[src/rtl/rv_ex_pkg.sv]
// Shared execute-stage definitions: funct3 codes, MDU FSM states, forwarding selects, ALU control.
// No state here; alu_control is a pure decode used by the top level.
package rv_ex_pkg;

  localparam logic [2:0] F3_MUL    = 3'b000;
  localparam logic [2:0] F3_MULH   = 3'b001;
  localparam logic [2:0] F3_MULHSU = 3'b010;
  localparam logic [2:0] F3_MULHU  = 3'b011;
  localparam logic [2:0] F3_DIV    = 3'b100;
  localparam logic [2:0] F3_DIVU   = 3'b101;
  localparam logic [2:0] F3_REM    = 3'b110;
  localparam logic [2:0] F3_REMU   = 3'b111;

  localparam logic [2:0] F3_BEQ  = 3'b000;
  localparam logic [2:0] F3_BNE  = 3'b001;
  localparam logic [2:0] F3_BLT  = 3'b100;
  localparam logic [2:0] F3_BGE  = 3'b101;
  localparam logic [2:0] F3_BLTU = 3'b110;
  localparam logic [2:0] F3_BGEU = 3'b111;

  localparam logic [1:0] FWD_RF    = 2'b00;
  localparam logic [1:0] FWD_EXMEM = 2'b10;
  localparam logic [1:0] FWD_WB    = 2'b01;

  typedef enum logic [1:0] {
    MDU_IDLE = 2'b00,
    MDU_BUSY = 2'b01,
    MDU_DONE = 2'b10
  } mdu_state_t;

  typedef enum logic [3:0] {
    ALU_ADD, ALU_SUB, ALU_SLL, ALU_SLT, ALU_SLTU,
    ALU_XOR, ALU_SRL, ALU_SRA, ALU_OR,  ALU_AND
  } alu_op_t;

  // ALUOp: 00 address add, 01 branch compare, 10 R-type, 11 I-type (no SUB form).
  function automatic alu_op_t alu_control(input logic [1:0] alu_op,
                                          input logic [2:0] funct3,
                                          input logic       funct7_5);
    alu_op_t op;
    op = ALU_ADD;
    if (alu_op == 2'b01) begin
      op = ALU_SUB;
    end else if (alu_op[1]) begin
      case (funct3)
        3'b000:  op = (funct7_5 && !alu_op[0]) ? ALU_SUB : ALU_ADD;
        3'b001:  op = ALU_SLL;
        3'b010:  op = ALU_SLT;
        3'b011:  op = ALU_SLTU;
        3'b100:  op = ALU_XOR;
        3'b101:  op = funct7_5 ? ALU_SRA : ALU_SRL;
        3'b110:  op = ALU_OR;
        default: op = ALU_AND;
      endcase
    end
    return op;
  endfunction

endpackage

[src/rtl/mdu_iter.sv]
// Iterative RV M-extension unit: XLEN-cycle shift-add multiply / restoring divide.
// Latency XLEN+1 cycles to DONE (1 for divide special cases); flush or rst aborts with no result write.
module mdu_iter
  import rv_ex_pkg::*;
#(
  parameter int XLEN = 32
) (
  input  logic            clk,
  input  logic            rst,
  input  logic            start,
  input  logic            flush,
  input  logic [2:0]      funct3,
  input  logic [XLEN-1:0] op_a,
  input  logic [XLEN-1:0] op_b,
  output logic [XLEN-1:0] result,
  output logic            done,
  output logic            busy
);

  localparam int CW = $clog2(XLEN) + 1;

  mdu_state_t        state, state_nxt;
  logic [CW-1:0]     cnt;
  logic [2*XLEN-1:0] acc;
  logic [XLEN-1:0]   opnd_q;
  logic [2:0]        f3_q;
  logic              neg_q, neg_a_q;
  logic [XLEN-1:0]   result_q;

  logic            is_div, a_signed, b_signed, neg_a, neg_b;
  logic [XLEN-1:0] mag_a, mag_b, special_res;
  logic            div_zero, div_ovf, special;

  assign is_div   = funct3[2];
  assign a_signed = (funct3 == F3_MULH) || (funct3 == F3_MULHSU) ||
                    (funct3 == F3_DIV)  || (funct3 == F3_REM);
  assign b_signed = (funct3 == F3_MULH) || (funct3 == F3_DIV) || (funct3 == F3_REM);
  assign neg_a    = a_signed & op_a[XLEN-1];
  assign neg_b    = b_signed & op_b[XLEN-1];
  assign mag_a    = neg_a ? -op_a : op_a;
  assign mag_b    = neg_b ? -op_b : op_b;
  assign div_zero = is_div && (op_b == '0);
  assign div_ovf  = ((funct3 == F3_DIV) || (funct3 == F3_REM)) &&
                    (op_a == {1'b1, {(XLEN-1){1'b0}}}) && (op_b == '1);
  assign special  = div_zero || div_ovf;
  // funct3[1] selects the remainder flavour of the divide ops.
  assign special_res = funct3[1] ? (div_zero ? op_a : '0)
                                 : (div_zero ? '1   : op_a);

  logic [XLEN:0]     mul_sum, div_sh, div_diff;
  logic [2*XLEN-1:0] acc_step, prod_fix;
  logic [XLEN-1:0]   quo, rem, final_res;

  always_comb begin
    mul_sum  = {1'b0, acc[2*XLEN-1:XLEN]} + (acc[0] ? {1'b0, opnd_q} : '0);
    div_sh   = {acc[2*XLEN-1:XLEN], acc[XLEN-1]};
    div_diff = div_sh - {1'b0, opnd_q};
    if (f3_q[2])
      acc_step = div_diff[XLEN] ? {div_sh[XLEN-1:0], acc[XLEN-2:0], 1'b0}
                                : {div_diff[XLEN-1:0], acc[XLEN-2:0], 1'b1};
    else
      acc_step = {mul_sum, acc[XLEN-1:1]};
    prod_fix = neg_q ? -acc_step : acc_step;
    quo      = neg_q ? -acc_step[XLEN-1:0] : acc_step[XLEN-1:0];
    rem      = neg_a_q ? -acc_step[2*XLEN-1:XLEN] : acc_step[2*XLEN-1:XLEN];
    if (f3_q[2])
      final_res = f3_q[1] ? rem : quo;
    else
      final_res = (f3_q == F3_MUL) ? prod_fix[XLEN-1:0] : prod_fix[2*XLEN-1:XLEN];
  end

  always_comb begin
    state_nxt = state;
    case (state)
      MDU_IDLE: if (start) state_nxt = special ? MDU_DONE : MDU_BUSY;
      MDU_BUSY: if (cnt == CW'(1)) state_nxt = MDU_DONE;
      MDU_DONE: state_nxt = MDU_IDLE;
      default:  state_nxt = MDU_IDLE;
    endcase
    if (flush) state_nxt = MDU_IDLE;
  end

  always_ff @(posedge clk) begin
    if (rst) state <= MDU_IDLE;
    else     state <= state_nxt;
  end

  always_ff @(posedge clk) begin
    if (rst) begin
      cnt      <= '0;
      acc      <= '0;
      opnd_q   <= '0;
      f3_q     <= '0;
      neg_q    <= 1'b0;
      neg_a_q  <= 1'b0;
      result_q <= '0;
    end else if (flush) begin
      cnt <= '0;
    end else begin
      case (state)
        MDU_IDLE: if (start) begin
          f3_q    <= funct3;
          neg_q   <= neg_a ^ neg_b;
          neg_a_q <= neg_a;
          if (special) begin
            result_q <= special_res;
            cnt      <= '0;
          end else begin
            cnt    <= CW'(XLEN);
            acc    <= is_div ? {{XLEN{1'b0}}, mag_a} : {{XLEN{1'b0}}, mag_b};
            opnd_q <= is_div ? mag_b : mag_a;
          end
        end
        MDU_BUSY: begin
          acc <= acc_step;
          cnt <= cnt - CW'(1);
          if (cnt == CW'(1)) result_q <= final_res;
        end
        default: ;
      endcase
    end
  end

  assign result = result_q;
  assign done   = (state == MDU_DONE);
  assign busy   = (state != MDU_IDLE);

endmodule

[src/rtl/execute_m_stage.sv]
// RV32IM/RV64IM execute stage: forwarding, ALU, branch resolution and iterative MDU.
// Non-M ops are combinational; M-ops stall the front end until the MDU reaches DONE.
module execute_m_stage
  import rv_ex_pkg::*;
#(
  parameter int XLEN = 32
) (
  input  logic            clk,
  input  logic            rst,
  input  logic            valid_in,
  input  logic [XLEN-1:0] pc_in,
  input  logic [XLEN-1:0] rs1_data_in,
  input  logic [XLEN-1:0] rs2_data_in,
  input  logic [XLEN-1:0] imm_in,
  input  logic [4:0]      rs1_in,
  input  logic [4:0]      rs2_in,
  input  logic [4:0]      rd_in,
  input  logic [2:0]      funct3_in,
  input  logic            funct7_5_in,
  input  logic            mext_in,
  input  logic            RegWrite_in,
  input  logic            MemRead_in,
  input  logic            MemWrite_in,
  input  logic            MemToReg_in,
  input  logic            ALUSrc_in,
  input  logic            Branch_in,
  input  logic [1:0]      ALUOp_in,
  input  logic [1:0]      forwardA,
  input  logic [1:0]      forwardB,
  input  logic [XLEN-1:0] ex_mem_alu_result,
  input  logic [XLEN-1:0] wb_data,
  input  logic            flush_in,
  output logic [XLEN-1:0] alu_result_out,
  output logic [XLEN-1:0] rs2_data_forwarded_out,
  output logic [XLEN-1:0] branch_target_out,
  output logic [4:0]      rd_out,
  output logic            RegWrite_out,
  output logic            MemRead_out,
  output logic            MemWrite_out,
  output logic            MemToReg_out,
  output logic            branch_taken_out,
  output logic            stall_out,
  output logic            mdu_busy_out
);

  localparam int SW = $clog2(XLEN);

  // Register indices are consumed by the external forwarding unit, not here.
  logic unused_idx;
  assign unused_idx = ^{rs1_in, rs2_in};

  logic [XLEN-1:0] fwd_a, fwd_b, alu_b, alu_res, mdu_result;
  logic [SW-1:0]   shamt;
  alu_op_t         alu_op;
  logic            eq, lt, ltu, cond, mdu_done, kill;

  always_comb begin
    case (forwardA)
      FWD_EXMEM: fwd_a = ex_mem_alu_result;
      FWD_WB:    fwd_a = wb_data;
      default:   fwd_a = rs1_data_in;
    endcase
    case (forwardB)
      FWD_EXMEM: fwd_b = ex_mem_alu_result;
      FWD_WB:    fwd_b = wb_data;
      default:   fwd_b = rs2_data_in;
    endcase
  end

  assign alu_b  = ALUSrc_in ? imm_in : fwd_b;
  assign shamt  = alu_b[SW-1:0];
  assign alu_op = alu_control(ALUOp_in, funct3_in, funct7_5_in);

  always_comb begin
    case (alu_op)
      ALU_SUB:  alu_res = fwd_a - alu_b;
      ALU_SLL:  alu_res = fwd_a << shamt;
      ALU_SLT:  alu_res = {{(XLEN-1){1'b0}}, $signed(fwd_a) < $signed(alu_b)};
      ALU_SLTU: alu_res = {{(XLEN-1){1'b0}}, fwd_a < alu_b};
      ALU_XOR:  alu_res = fwd_a ^ alu_b;
      ALU_SRL:  alu_res = fwd_a >> shamt;
      ALU_SRA:  alu_res = $unsigned($signed(fwd_a) >>> shamt);
      ALU_OR:   alu_res = fwd_a | alu_b;
      ALU_AND:  alu_res = fwd_a & alu_b;
      default:  alu_res = fwd_a + alu_b;
    endcase
  end

  assign eq  = (fwd_a == fwd_b);
  assign lt  = ($signed(fwd_a) < $signed(fwd_b));
  assign ltu = (fwd_a < fwd_b);

  always_comb begin
    case (funct3_in)
      F3_BEQ:  cond = eq;
      F3_BNE:  cond = !eq;
      F3_BLT:  cond = lt;
      F3_BGE:  cond = !lt;
      F3_BLTU: cond = ltu;
      F3_BGEU: cond = !ltu;
      default: cond = 1'b0;
    endcase
  end

  mdu_iter #(.XLEN(XLEN)) u_mdu (
    .clk    (clk),
    .rst    (rst),
    .start  (valid_in & mext_in),
    .flush  (flush_in),
    .funct3 (funct3_in),
    .op_a   (fwd_a),
    .op_b   (fwd_b),
    .result (mdu_result),
    .done   (mdu_done),
    .busy   (mdu_busy_out)
  );

  // A synchronous reset in the same cycle behaves like a flush for write suppression.
  assign kill      = flush_in | rst;
  assign stall_out = valid_in & mext_in & !mdu_done & !kill;

  assign alu_result_out         = (valid_in & mext_in & mdu_done) ? mdu_result : alu_res;
  assign rs2_data_forwarded_out = fwd_b;
  assign branch_target_out      = pc_in + imm_in;
  assign branch_taken_out       = valid_in & !flush_in & Branch_in & !mext_in & cond;
  assign rd_out                 = rd_in;
  assign MemToReg_out           = MemToReg_in;
  assign RegWrite_out           = valid_in & !kill & !stall_out & RegWrite_in;
  assign MemRead_out            = valid_in & !kill & !stall_out & MemRead_in;
  assign MemWrite_out           = valid_in & !kill & !stall_out & MemWrite_in;

endmodule

[config.mk]
export PLATFORM = sky130hd
export DESIGN_NAME = execute_m_stage
export DESIGN_NICKNAME = d
export VERILOG_FILES = /design/src/rtl/rv_ex_pkg.sv /design/src/rtl/mdu_iter.sv /design/src/rtl/execute_m_stage.sv
export SDC_FILE = /design/constraint.sdc
export NUM_CORES = 2
export LEC_CHECK = 0
export ABC_CLOCK_PERIOD_IN_PS = 16900
export BUFFER_PORTS_ARGS = -buffer_cell sky130_fd_sc_hd__buf_4
export CORE_ASPECT_RATIO = 0.6
export CORE_MARGIN = 10
export CORE_UTILIZATION = 30
export CTS_BUF_LIST = sky130_fd_sc_hd__clkbuf_4
export CTS_CLUSTER_DIAMETER = 100
export CTS_CLUSTER_SIZE = 14
export DETAILED_ROUTE_END_ITERATION = 8
export GPL_ROUTABILITY_DRIVEN = 0
export PLACE_DENSITY = 0.48
export SYNTH_ARGS = -nofsm -noshare
export SYNTH_HDL_FRONTEND = slang
export SYNTH_SLANG_ARGS = --single-unit
[constraint.sdc]
create_clock -name clk -period 16.9 [get_ports clk]
set_input_delay 3.38 -clock clk [delete_from_list [all_inputs] [get_ports clk]]
set_output_delay 3.38 -clock clk [all_outputs]
set_load 0.005 [all_outputs]
==> flow_summary.yaml <==
routing:
  vias: 35300
  drtIter0Drc: 5678
  dr_wl_met3_um: 25800
  wl_met1_um: 76000
  drc: 0
  wl_um: 161000
  first_pass_iters: 7
  detail-route-antenna-nets: 0
  routed-wl-met2_um: 56400
  wl_per_cell_um: 28.5
  vias_per_cell: 6.24
  routed.top_layer: "met5"
worst_hold_path:
  hp-class: "flip-flop to flip-flop"
  hold_path_depth: 2
yosys:
  synth_cell_types: 122
  syn-num-nets: 4696
  synth-edff-count: 0
  ys_warn_count: 0
  yosysSeqAreaShare_pct: 10.0
  synth_area_per_cell_um2: 6.67
  syn-instance-count: 4228
  synthFlopType: "dfxtp_1"
  netlist_area_um2: 28200
  async_flop_share_pct: 0
  ys_ff_latch: 141
critical_path:
  worst_ep_arrival_time_ns: 10.70
  crit_end: "alu_result_out[22]"
  r2r-end: "u_mdu.result[2]"
  start_kind: "input pin"
  crit_path_cell_trace: "buf_4, inv_1, ha_1, buf_4, a22oi_1, o21ai_0, clkinv_1, o21ai_0, ha_1, or3_1, nor4b_1, o21ai_0, nand3_1, and2_1, a21oi_1, nor2_1, o32ai_1, o21ai_0, a41oi_1, buf_4"
  cpMaxStageDelayCell: "o21ai_0"
  r2r-start: "u_mdu.acc[31]"
  critPathMaxFanout: 20
  r2r_slack_ns: 9.48
  critPathLaunch: "forwardB[1]"
  max_stage_delay_ns: 0.89
  cp_common_cell: "o21ai_0"
  cp.required_ns: 13.52
  setup.worst_path.end_class: "output pin"
  r2r_cells: 27
  worstSetupPathType: "input pin to output pin"
grt:
  grt_usage_pct: 28.0
  antenna_found_initial: 9
  grt-ovfl-total: 0
  grt_pass1_wl_um: 227000
  grt_pass1_vias: 30900
  grt_max_degree: 82
final_layout:
  stdcell_count: 5653
  final_layout_size_suffix_gt1_share_pct: 14.6
  final_util_pct: 34.3
  final_nets: 4868
  area_delta_synth_final_pct: 13.8
clocking:
  post_cts_resized: 0
  cts_sinks: 141
  clk_pin_slew_ns: 0.10
  insertion_delay_ns: 0.71
  clockBufferDepth: 3
  cts_root_buf: "clkbuf_4"
  cts_inserted_buffers: 25
  cts_hold_buf: 0
  postCtsSetupBuffers: 0
  htreeDepth: 4
  cts_tree: "built"
die:
  dieArea_um2: 107000
  initial_core_util_pct: 30.1
  std_cell_rows: 87
  core_um2: 93600
  fp.dieW_um: 416
  die_h_um: 258
  io_pins: 336
place:
  placed_cells: 5618
  dp_hpwl_um: 129000
  port_buffers: 313
run_status:
  violations: "capacitance limit, slew limit"
  status: "finished, violations left"
job:
  maxCapViolations: 1
timing:
  worst_pin_slew_ns: 1.50
  finalSetupViolations: 0
  rsz0062_at_grt: "no"
  hold_viol_final: 0
  period_needed_ns: 14.08
  tns_ns: 0
  max_freq_mhz: 71.0
  slew_violations: 3
  fin_skew_ns: 0.0361
  max_slew_margin_pct: -0.730
  period_share_pct: 83.3
power:
  power_density_nw_per_um2: 64.5
  vdd.ir_drop.worst_mv: 0.0297
  power_leakage_uw: 0.0133
  p_total_uw: 2070
-- layer usage --
metal,vias up,track usage [%]
met5,-,1.38
met4,12,4.19
met1,16900,42.6
met2,2247,34.1
met3,166,13.6
li1,15900,-
-- metrics by stage --
stage	setup slack, ns	instance area (um^2)	hold slack, ns
global placement	3.55	31900	0.456
finish	2.82	32100	0.470
CTS	3.46	32100	0.476
detailed placement	3.53	31900	0.460
global route	2.85	32100	0.492
floorplan	4.93	28200	0.437
-- cells by family (layout without fill, tap and decap cells) --
group,after synthesis,after routing,synth area share [%]
fa+ha+maj,271,271,11.9
compound gates,1519,1519,35.6
mux,99,99,3.70
simple gates,1491,1491,25.1
xor+xnor,210,210,6.52
other cells,0,2,0
flops,141,141,10.0
buf+inv,497,674,7.16
-- power by group --
part           internal [uW]  switching [uW]  total [uW]  leakage, uW
sequential               340            11.6         352      0.00114
combinational            498            1010        1510       0.0120
clock                   70.8             141         212     0.000128
-- sequential cells by signal (all words and copies together) (netlist names) --
register	cells
u_mdu.cnt	6
u_mdu.result	32
u_mdu.neg_q	1
u_mdu.acc	64
u_mdu.neg_a_q	1
u_mdu.state	2
u_mdu.f3_q	3
u_mdu.opnd_q	32
-- cell usage after synthesis (all sizes together) (45+ instances only) --
cell | n | area, um^2
ha | 235 | 2940
nand3 | 94 | 505
a21oi | 391 | 1980
inv | 201 | 754
a31oi | 69 | 480
xnor2 | 162 | 1420
a211oi | 62 | 475
o211ai | 45 | 353
o31ai | 48 | 389
a21o | 60 | 450
a22oi | 75 | 563
xor2 | 48 | 420
nand2 | 454 | 1710
nor2 | 468 | 1770
buf | 105 | 549
o21ai | 394 | 2010
nor3 | 137 | 697
clkbuf | 187 | 702
mux2i | 57 | 571
and2 | 50 | 315
nor4 | 49 | 434
dfxtp | 141 | 2820
-- worst max-delay path: cells and delay by family --
kind / cells / cell delay, ns
AO/OA/AOI/OAI: 8 / 3.36
AND/OR/NAND/NOR: 5 / 1.63
buffers and inverters: 5 / 1.29
adder cells (fa/ha/maj): 2 / 1.02
-- how the worst min path moves through the flow --
| stage | start | end |
|---|---|---|
| after floorplan | u_mdu.result[27] | u_mdu.result[27] |
| after global placement | u_mdu.opnd_q[5] | u_mdu.opnd_q[5] |
| after detailed placement | u_mdu.result[27] | u_mdu.result[27] |
| after CTS | u_mdu.opnd_q[5] | u_mdu.opnd_q[5] |
| after global routing | u_mdu.opnd_q[5] | u_mdu.opnd_q[5] |
| final | u_mdu.opnd_q[5] | u_mdu.opnd_q[5] |
-- cell usage in the layout (no fill, tap or decap), types with 89 or more instances in the layout --
cell and n:
a21oi_1 386, buf_4 437, dfxtp_1 139, ha_1 234, inv_1 194, nand2_1 450
nand3_1 89, nor2_1 463, nor3_1 134, o21ai_0 325, xnor2_1 162
-- final cells by class --
cell class | count | area (um^2)
Antenna cell | 2 | 5.00
Clock buffer | 25 | 188
Clock inverter | 7 | 27.5
Fill cell | 10300 | 61500
Inverter | 205 | 769
Multi-Input combinational cell | 3590 | 23500
Sequential cell | 141 | 2830
Tap cell | 1246 | 1560
Timing Repair Buffer | 437 | 3280
Note: power is estimated with default switching activity, not from simulation.
